`src/rtl/smm_pkg.sv`:
```
// Shared constants, state encoding and element-offset helper for the
// Strassen-multiplier operand loader.
package smm_pkg;

   localparam int SMM_ELEMS = 16;
   localparam int SMM_IDX_W = 4;

   typedef enum logic [0:0] {
      ST_FILL = 1'b0,
      ST_FULL = 1'b1
   } smm_state_e;

   // Bit offset of element idx inside a flattened row-major 4x4 bus.
   function automatic int unsigned elem_lsb(input logic [SMM_IDX_W-1:0] idx,
                                            input int unsigned          dw);
      elem_lsb = 32'(idx) * dw;
   endfunction

endpackage

```
`src/rtl/smm_operand_loader.sv`:
```
// Assembles a row-major stream of A/B element pairs into flattened 4x4 operand
// buses and issues spaced single-cycle load strobes to the Strassen multiplier.
module smm_operand_loader
   import smm_pkg::*;
#(
   parameter  int DATAWIDTH    = 32,
   parameter  int MIN_LOAD_GAP = 4,
   localparam int BUSWIDTH     = DATAWIDTH * SMM_ELEMS
) (
   input  logic                 clk,
   input  logic                 rst,
   input  logic                 in_valid,
   output logic                 in_ready,
   input  logic [DATAWIDTH-1:0] a_elem,
   input  logic [DATAWIDTH-1:0] b_elem,
   input  logic                 sel_in,
   input  logic                 flush,
   output logic [BUSWIDTH-1:0]  A_out,
   output logic [BUSWIDTH-1:0]  B_out,
   output logic                 load_out,
   output logic                 sel_out,
   output logic                 busy
);

   localparam int GAP_W = (MIN_LOAD_GAP > 1) ? $clog2(MIN_LOAD_GAP) : 1;
   localparam logic [GAP_W-1:0]     GAP_RELOAD = GAP_W'(MIN_LOAD_GAP - 1);
   localparam logic [GAP_W-1:0]     GAP_ZERO   = {GAP_W{1'b0}};
   localparam logic [GAP_W-1:0]     GAP_ONE    = GAP_W'(1);
   localparam logic [SMM_IDX_W-1:0] IDX_ZERO   = {SMM_IDX_W{1'b0}};
   localparam logic [SMM_IDX_W-1:0] IDX_ONE    = SMM_IDX_W'(1);
   localparam logic [SMM_IDX_W-1:0] IDX_LAST   = SMM_IDX_W'(SMM_ELEMS - 1);

   smm_state_e           state_r;
   smm_state_e           state_nxt_s;
   logic [SMM_IDX_W-1:0] idx_r;
   logic [GAP_W-1:0]     gap_r;
   logic [BUSWIDTH-1:0]  a_asm_r;
   logic [BUSWIDTH-1:0]  b_asm_r;
   logic                 sel_asm_r;
   logic                 in_ready_s;
   logic                 issue_s;
   logic                 accept_s;

   assign accept_s = in_valid && in_ready_s && !flush;
   assign in_ready = in_ready_s;
   assign busy     = (state_r != ST_FILL) || (idx_r != IDX_ZERO) || (gap_r != GAP_ZERO);

   // FSM state register.
   always_ff @(posedge clk) begin
      if (rst) begin
         state_r <= ST_FILL;
      end else begin
         state_r <= state_nxt_s;
      end
   end

   // Next state, ready and load-issue decision; flush overrides both a
   // completing beat and a pending issue.
   always_comb begin
      state_nxt_s = state_r;
      in_ready_s  = 1'b0;
      issue_s     = 1'b0;
      case (state_r)
         ST_FILL: begin
            in_ready_s = 1'b1;
            if (flush) begin
               state_nxt_s = ST_FILL;
            end else if (in_valid && (idx_r == IDX_LAST)) begin
               state_nxt_s = ST_FULL;
            end else begin
               state_nxt_s = ST_FILL;
            end
         end
         ST_FULL: begin
            if (flush) begin
               state_nxt_s = ST_FILL;
            end else if (gap_r == GAP_ZERO) begin
               issue_s     = 1'b1;
               state_nxt_s = ST_FILL;
            end else begin
               state_nxt_s = ST_FULL;
            end
         end
         default: begin
            state_nxt_s = ST_FILL;
         end
      endcase
   end

   // Beat index and load-spacing counter.
   always_ff @(posedge clk) begin
      if (rst) begin
         idx_r <= IDX_ZERO;
         gap_r <= GAP_ZERO;
      end else begin
         if (flush) begin
            idx_r <= IDX_ZERO;
         end else if (accept_s) begin
            idx_r <= idx_r + IDX_ONE;
         end else begin
            idx_r <= idx_r;
         end
         if (issue_s) begin
            gap_r <= GAP_RELOAD;
         end else if (gap_r != GAP_ZERO) begin
            gap_r <= gap_r - GAP_ONE;
         end else begin
            gap_r <= GAP_ZERO;
         end
      end
   end

   // Assembly buffers; the mode bit belongs to the matrix and is taken from beat 0.
   always_ff @(posedge clk) begin
      if (rst) begin
         a_asm_r   <= {BUSWIDTH{1'b0}};
         b_asm_r   <= {BUSWIDTH{1'b0}};
         sel_asm_r <= 1'b0;
      end else if (accept_s) begin
         a_asm_r[elem_lsb(idx_r, DATAWIDTH) +: DATAWIDTH] <= a_elem;
         b_asm_r[elem_lsb(idx_r, DATAWIDTH) +: DATAWIDTH] <= b_elem;
         if (idx_r == IDX_ZERO) begin
            sel_asm_r <= sel_in;
         end else begin
            sel_asm_r <= sel_asm_r;
         end
      end else begin
         a_asm_r   <= a_asm_r;
         b_asm_r   <= b_asm_r;
         sel_asm_r <= sel_asm_r;
      end
   end

   // Output stage: operands and mode only move on a load edge so the
   // multiplier sees them stable between strobes.
   always_ff @(posedge clk) begin
      if (rst) begin
         A_out    <= {BUSWIDTH{1'b0}};
         B_out    <= {BUSWIDTH{1'b0}};
         sel_out  <= 1'b0;
         load_out <= 1'b0;
      end else begin
         load_out <= issue_s;
         if (issue_s) begin
            A_out   <= a_asm_r;
            B_out   <= b_asm_r;
            sel_out <= sel_asm_r;
         end else begin
            A_out   <= A_out;
            B_out   <= B_out;
            sel_out <= sel_out;
         end
      end
   end

endmodule

```
`config.mk`:
```
export PLATFORM = sky130hd
export DESIGN_NAME = smm_operand_loader
export DESIGN_NICKNAME = d
export VERILOG_FILES = /design/src/rtl/smm_pkg.sv /design/src/rtl/smm_operand_loader.sv
export SDC_FILE = /design/constraint.sdc
export NUM_CORES = 2
export LEC_CHECK = 0
export ABC_AREA = 1
export BUFFER_PORTS_ARGS = -buffer_cell sky130_fd_sc_hd__buf_2
export CAP_MARGIN = 25
export CORE_UTILIZATION = 35
export DETAILED_ROUTE_END_ITERATION = 12
export GPL_ROUTABILITY_DRIVEN = 1
export PLACE_DENSITY = 0.61
export REMOVE_ABC_BUFFERS = 1
export SLEW_MARGIN = 20
export SYNTH_ARGS = -nofsm -noshare
export SYNTH_HDL_FRONTEND = slang
export SYNTH_SLANG_ARGS = --single-unit
```
`constraint.sdc`:
```
create_clock -name clk -period 3.2 [get_ports clk]
set_input_delay 0.48 -clock clk [delete_from_list [all_inputs] [get_ports clk]]
set_output_delay 0.48 -clock clk [all_outputs]
set_load 0.005 [all_outputs]
```
==> flow_summary.json <==
{
  "p_int_mw": 41.5,
  "hp-start": "a_elem[31]",
  "port_buffers": 1096,
  "gp_congestion": 0.856,
  "drv_cap": 0,
  "p_comb_share_pct": 4.7,
  "syn_area_mm2": 0.0798,
  "final_common_cell": "nor2_1",
  "clock-sinks": 2058,
  "cts_setup_buffers": 0,
  "multi_input_area_mm2": 0.0340,
  "die_h_um": 479,
  "fin_nets": 11700,
  "wl_per_cell_um": 22.5,
  "synth_compound_area_share_pct": 12.2,
  "rrSetupSlack_ns": 0.35,
  "area_delta_synth_final_pct": 19.3,
  "synth.area.mux_share_pct": 0,
  "initialDrtViolationCount": 8278,
  "cts_buffer_depth": 3,
  "fp.coreArea_mm2": 0.226,
  "r2r-end": "b_asm_r[117]",
  "worstHoldPathCells": 5,
  "cts.clk_slew.worst_paths_ns": 0.06,
  "first_pass_iters": 6,
  "drt_wl_total_um": 333000,
  "power.share.switching_pct": 24.3,
  "fin_tns_setup_ns": 0,
  "setup_viol": 0,
  "synth_top_family_by_area": "simple AND/OR/NAND/NOR gates",
  "dp_hpwl_um": 208000,
  "drc": 0,
  "hold_slack_ns": 0.0569,
  "leakagePower_nw": 43.9,
  "dieArea_mm2": 0.230,
  "crit_arrival_ns": 3.65,
  "synthXorXnorAreaFrac_pct": 0,
  "fillCellCount": 23300,
  "grt_usage_pct": 27.7,
  "regArea_mm2": 0.0412,
  "start_util_pct": 35.3,
  "synth_area_per_cell_um2": 7.19,
  "power_frac_seq_pct": 46.8,
  "critical_path.max_stage_delay_ns": 0.67,
  "die_w_um": 479,
  "grt_pass1_vias": 70000,
  "synth_fa_ha_area_share_pct": 0.0471,
  "slowest_stage": "buf_4",
  "ctsHtreeMaxLevel": 4,
  "insertion_delay_ns": 0.91,
  "max_freq_mhz": 351,
  "vdd_ir_drop_max_v": 0.000542,
  "switchingPower_mw": 13.3,
  "finalClockSkew_ns": 0.0630,
  "power.clock.fraction_pct": 48.5,
  "grt.overflow.total": 0,
  "tritoncts.num_buffers": 213,
  "status": "completed",
  "synthSimpleGateAreaFrac_pct": 30.1,
  "ant_nets": 0,
  "crit_path_end_kind": "register",
  "hold-path-endpoint": "a_asm_r[31]",
  "yosys_warnings": 0,
  "tightest_slew_ns": 1.20,
  "rsz0062_at_grt": "no",
  "grt_pass1_wl_um": 480000,
  "vias": 77200,
  "drive_above_1_share_pct": 14.2,
  "viasPerCell": 5.22,
  "r2r_start": "idx_r[0]",
  "final_cell_mix": "3,489 x nor2_1, 2,057 x dfxtp_1, 1,516 x o21ai_0",
  "antenna_found_initial": 33,
  "r2r_cells": 6,
  "hold_violations": 0,
  "start_kind": "register",
  "root_buffer": "clkbuf_16",
  "worstPathRequired_ns": 4.01,
  "synth_seq_cells": 2058,
  "syn_inst": 11100,
  "slew-limit-headroom_pct": 19.9,
  "finalCriticalPeriod_ns": 2.85,
  "crit_chain": "buf_12 > nand4_2 > inv_6 > buf_4 > nand4_1 > a21oi_1",
  "synth_cell_types": 30,
  "worstSetupPathType": "register to register",
  "ys_seq_area_share_pct": 51.6,
  "fin_crit_sh_pct": 88.9,
  "cp_max_fo": 119,
  "ios": 1097,
  "grt_start_max_net_pins": 221,
  "cts_tree": "yes",
  "row_count": 174,
  "slew_violations": 0,
  "power.density_mw_per_mm2": 577,
  "hold_class": "input pin to register"
}
repair_timing:
item                                   in CTS  in global routing
endpoints found under the hold margin      49                  0
hold buffers                               11                  0
gates resized for setup                     0                  0
logic make-up (layout without fill, tap and decap cells):
family / after synthesis / in the layout
compound gates: 1939 / 1939
other cells: 0 / 11
fa+ha+maj: 3 / 3
simple gates: 5911 / 5911
flops: 2058 / 2058
buf+inv: 1181 / 1883
flip-flops by register name (all words and copies together) (netlist names):
signal / cells
gap_r: 2
sel_asm_r: 1
load_out: 1
A_out: 512
a_asm_r: 512
state_r: 1
sel_out: 1
idx_r: 4
b_asm_r: 512
B_out: 512
worst max path at each step:
stage / from / endpoint / slack, ns / cells after the start
after floorplan: flush / A_out[0] / -85.19 / 6
after global placement: idx_r[3] / b_asm_r[302] / 0.42 / 7
after detailed placement: idx_r[0] / b_asm_r[371] / 0.38 / 6
after CTS: idx_r[0] / busy / 0.33 / 6
after global routing: idx_r[0] / a_asm_r[484] / 0.13 / 11
final: idx_r[0] / b_asm_r[117] / 0.35 / 6
critical path, delay by kind of cell, from the launching register on:
kind	cells	cell delay, ns
buffers and inverters	3	1.47
AOI/OAI and AO/OA	1	0.23
and+or+nand+nor	2	0.59
DFF	1	0.37
per-layer routing:
metal	track usage [%]	part of all wire, %	vias up
li1	-	-	36900
met1	38.0	44	36400
met2	41.1	43	3247
met3	4.95	7.8	656
met4	15.3	5.9	4
met5	0	0.0078	-
power groups by stage:
stage	clock network (mW)	registers, mW	logic, mW
after floorplan	0	26.3	1.86
after global placement	0	26.3	2.55
after detailed placement	0	26.3	2.54
after CTS	26.9	25.7	2.56
after global routing	28.0	25.7	2.71
final	26.6	25.7	2.60
cells in the mapped netlist:
| cell type | count | area, um2 |
|---|---|---|
| nor2_1 | 3494 | 13100 |
| dfxtp_1 | 2058 | 41200 |
| o21ai_0 | 1516 | 7590 |
| nand2_1 | 1310 | 4920 |
| clkbuf_1 | 690 | 2590 |
| nor3_1 | 455 | 2280 |
| nand3_1 | 411 | 2060 |
| a21oi_1 | 378 | 1890 |
| inv_1 | 210 | 788 |
| buf_2 | 201 | 1010 |
| nand4_1 | 170 | 1060 |
| buf_1 | 53 | 199 |
| nand3b_1 | 40 | 300 |
| o21ai_1 | 35 | 175 |
| buf_4 | 15 | 113 |
| o21a_1 | 9 | 67.6 |
| inv_2 | 8 | 30.0 |
| nor2_4 | 7 | 78.8 |
| nand2_2 | 5 | 31.3 |
| nor2_2 | 5 | 31.3 |
| nand4_2 | 4 | 50.1 |
| ha_1 | 3 | 37.5 |
| nand2_4 | 3 | 33.8 |
| buf_6 | 2 | 22.5 |
| clkinv_1 | 2 | 7.51 |
| nand3_2 | 2 | 20.0 |
| nor2_8 | 2 | 40.0 |
| nor4_1 | 2 | 12.5 |
| nand3b_4 | 1 | 20.0 |
| o22ai_1 | 1 | 6.26 |
per-stage QoR:
stage / std cells / utilization [%] / area [um2] / setup slack [ns] / power [mW]
6_report: 14800 / 42.1 / 95200 / 0.354 / 54.9
5_1_grt: 14800 / 42.1 / 95100 / 0.131 / 56.4
4_1_cts: 14800 / 42.1 / 95100 / 0.331 / 55.1
3_5_place_dp: 14400 / 38.8 / 87500 / 0.385 / 28.8
3_3_place_gp: 14400 / 38.8 / 87500 / 0.416 / 28.8
2_1_floorplan: 10100 / - / 75800 / -85.19 / 28.1
cell type report:
class | count | area share (%)
flip-flops and latches | 2058 | 43.3
multi-input cells | 7853 | 35.7
repair buffers | 1272 | 8.18
clock buffers | 307 | 6.57
well taps | 2992 | 3.93
clock inverters | 84 | 1.32
inverters | 220 | 0.918
diodes | 11 | 0.0289
No activity file was read; power rests on OpenSTA's default activity.
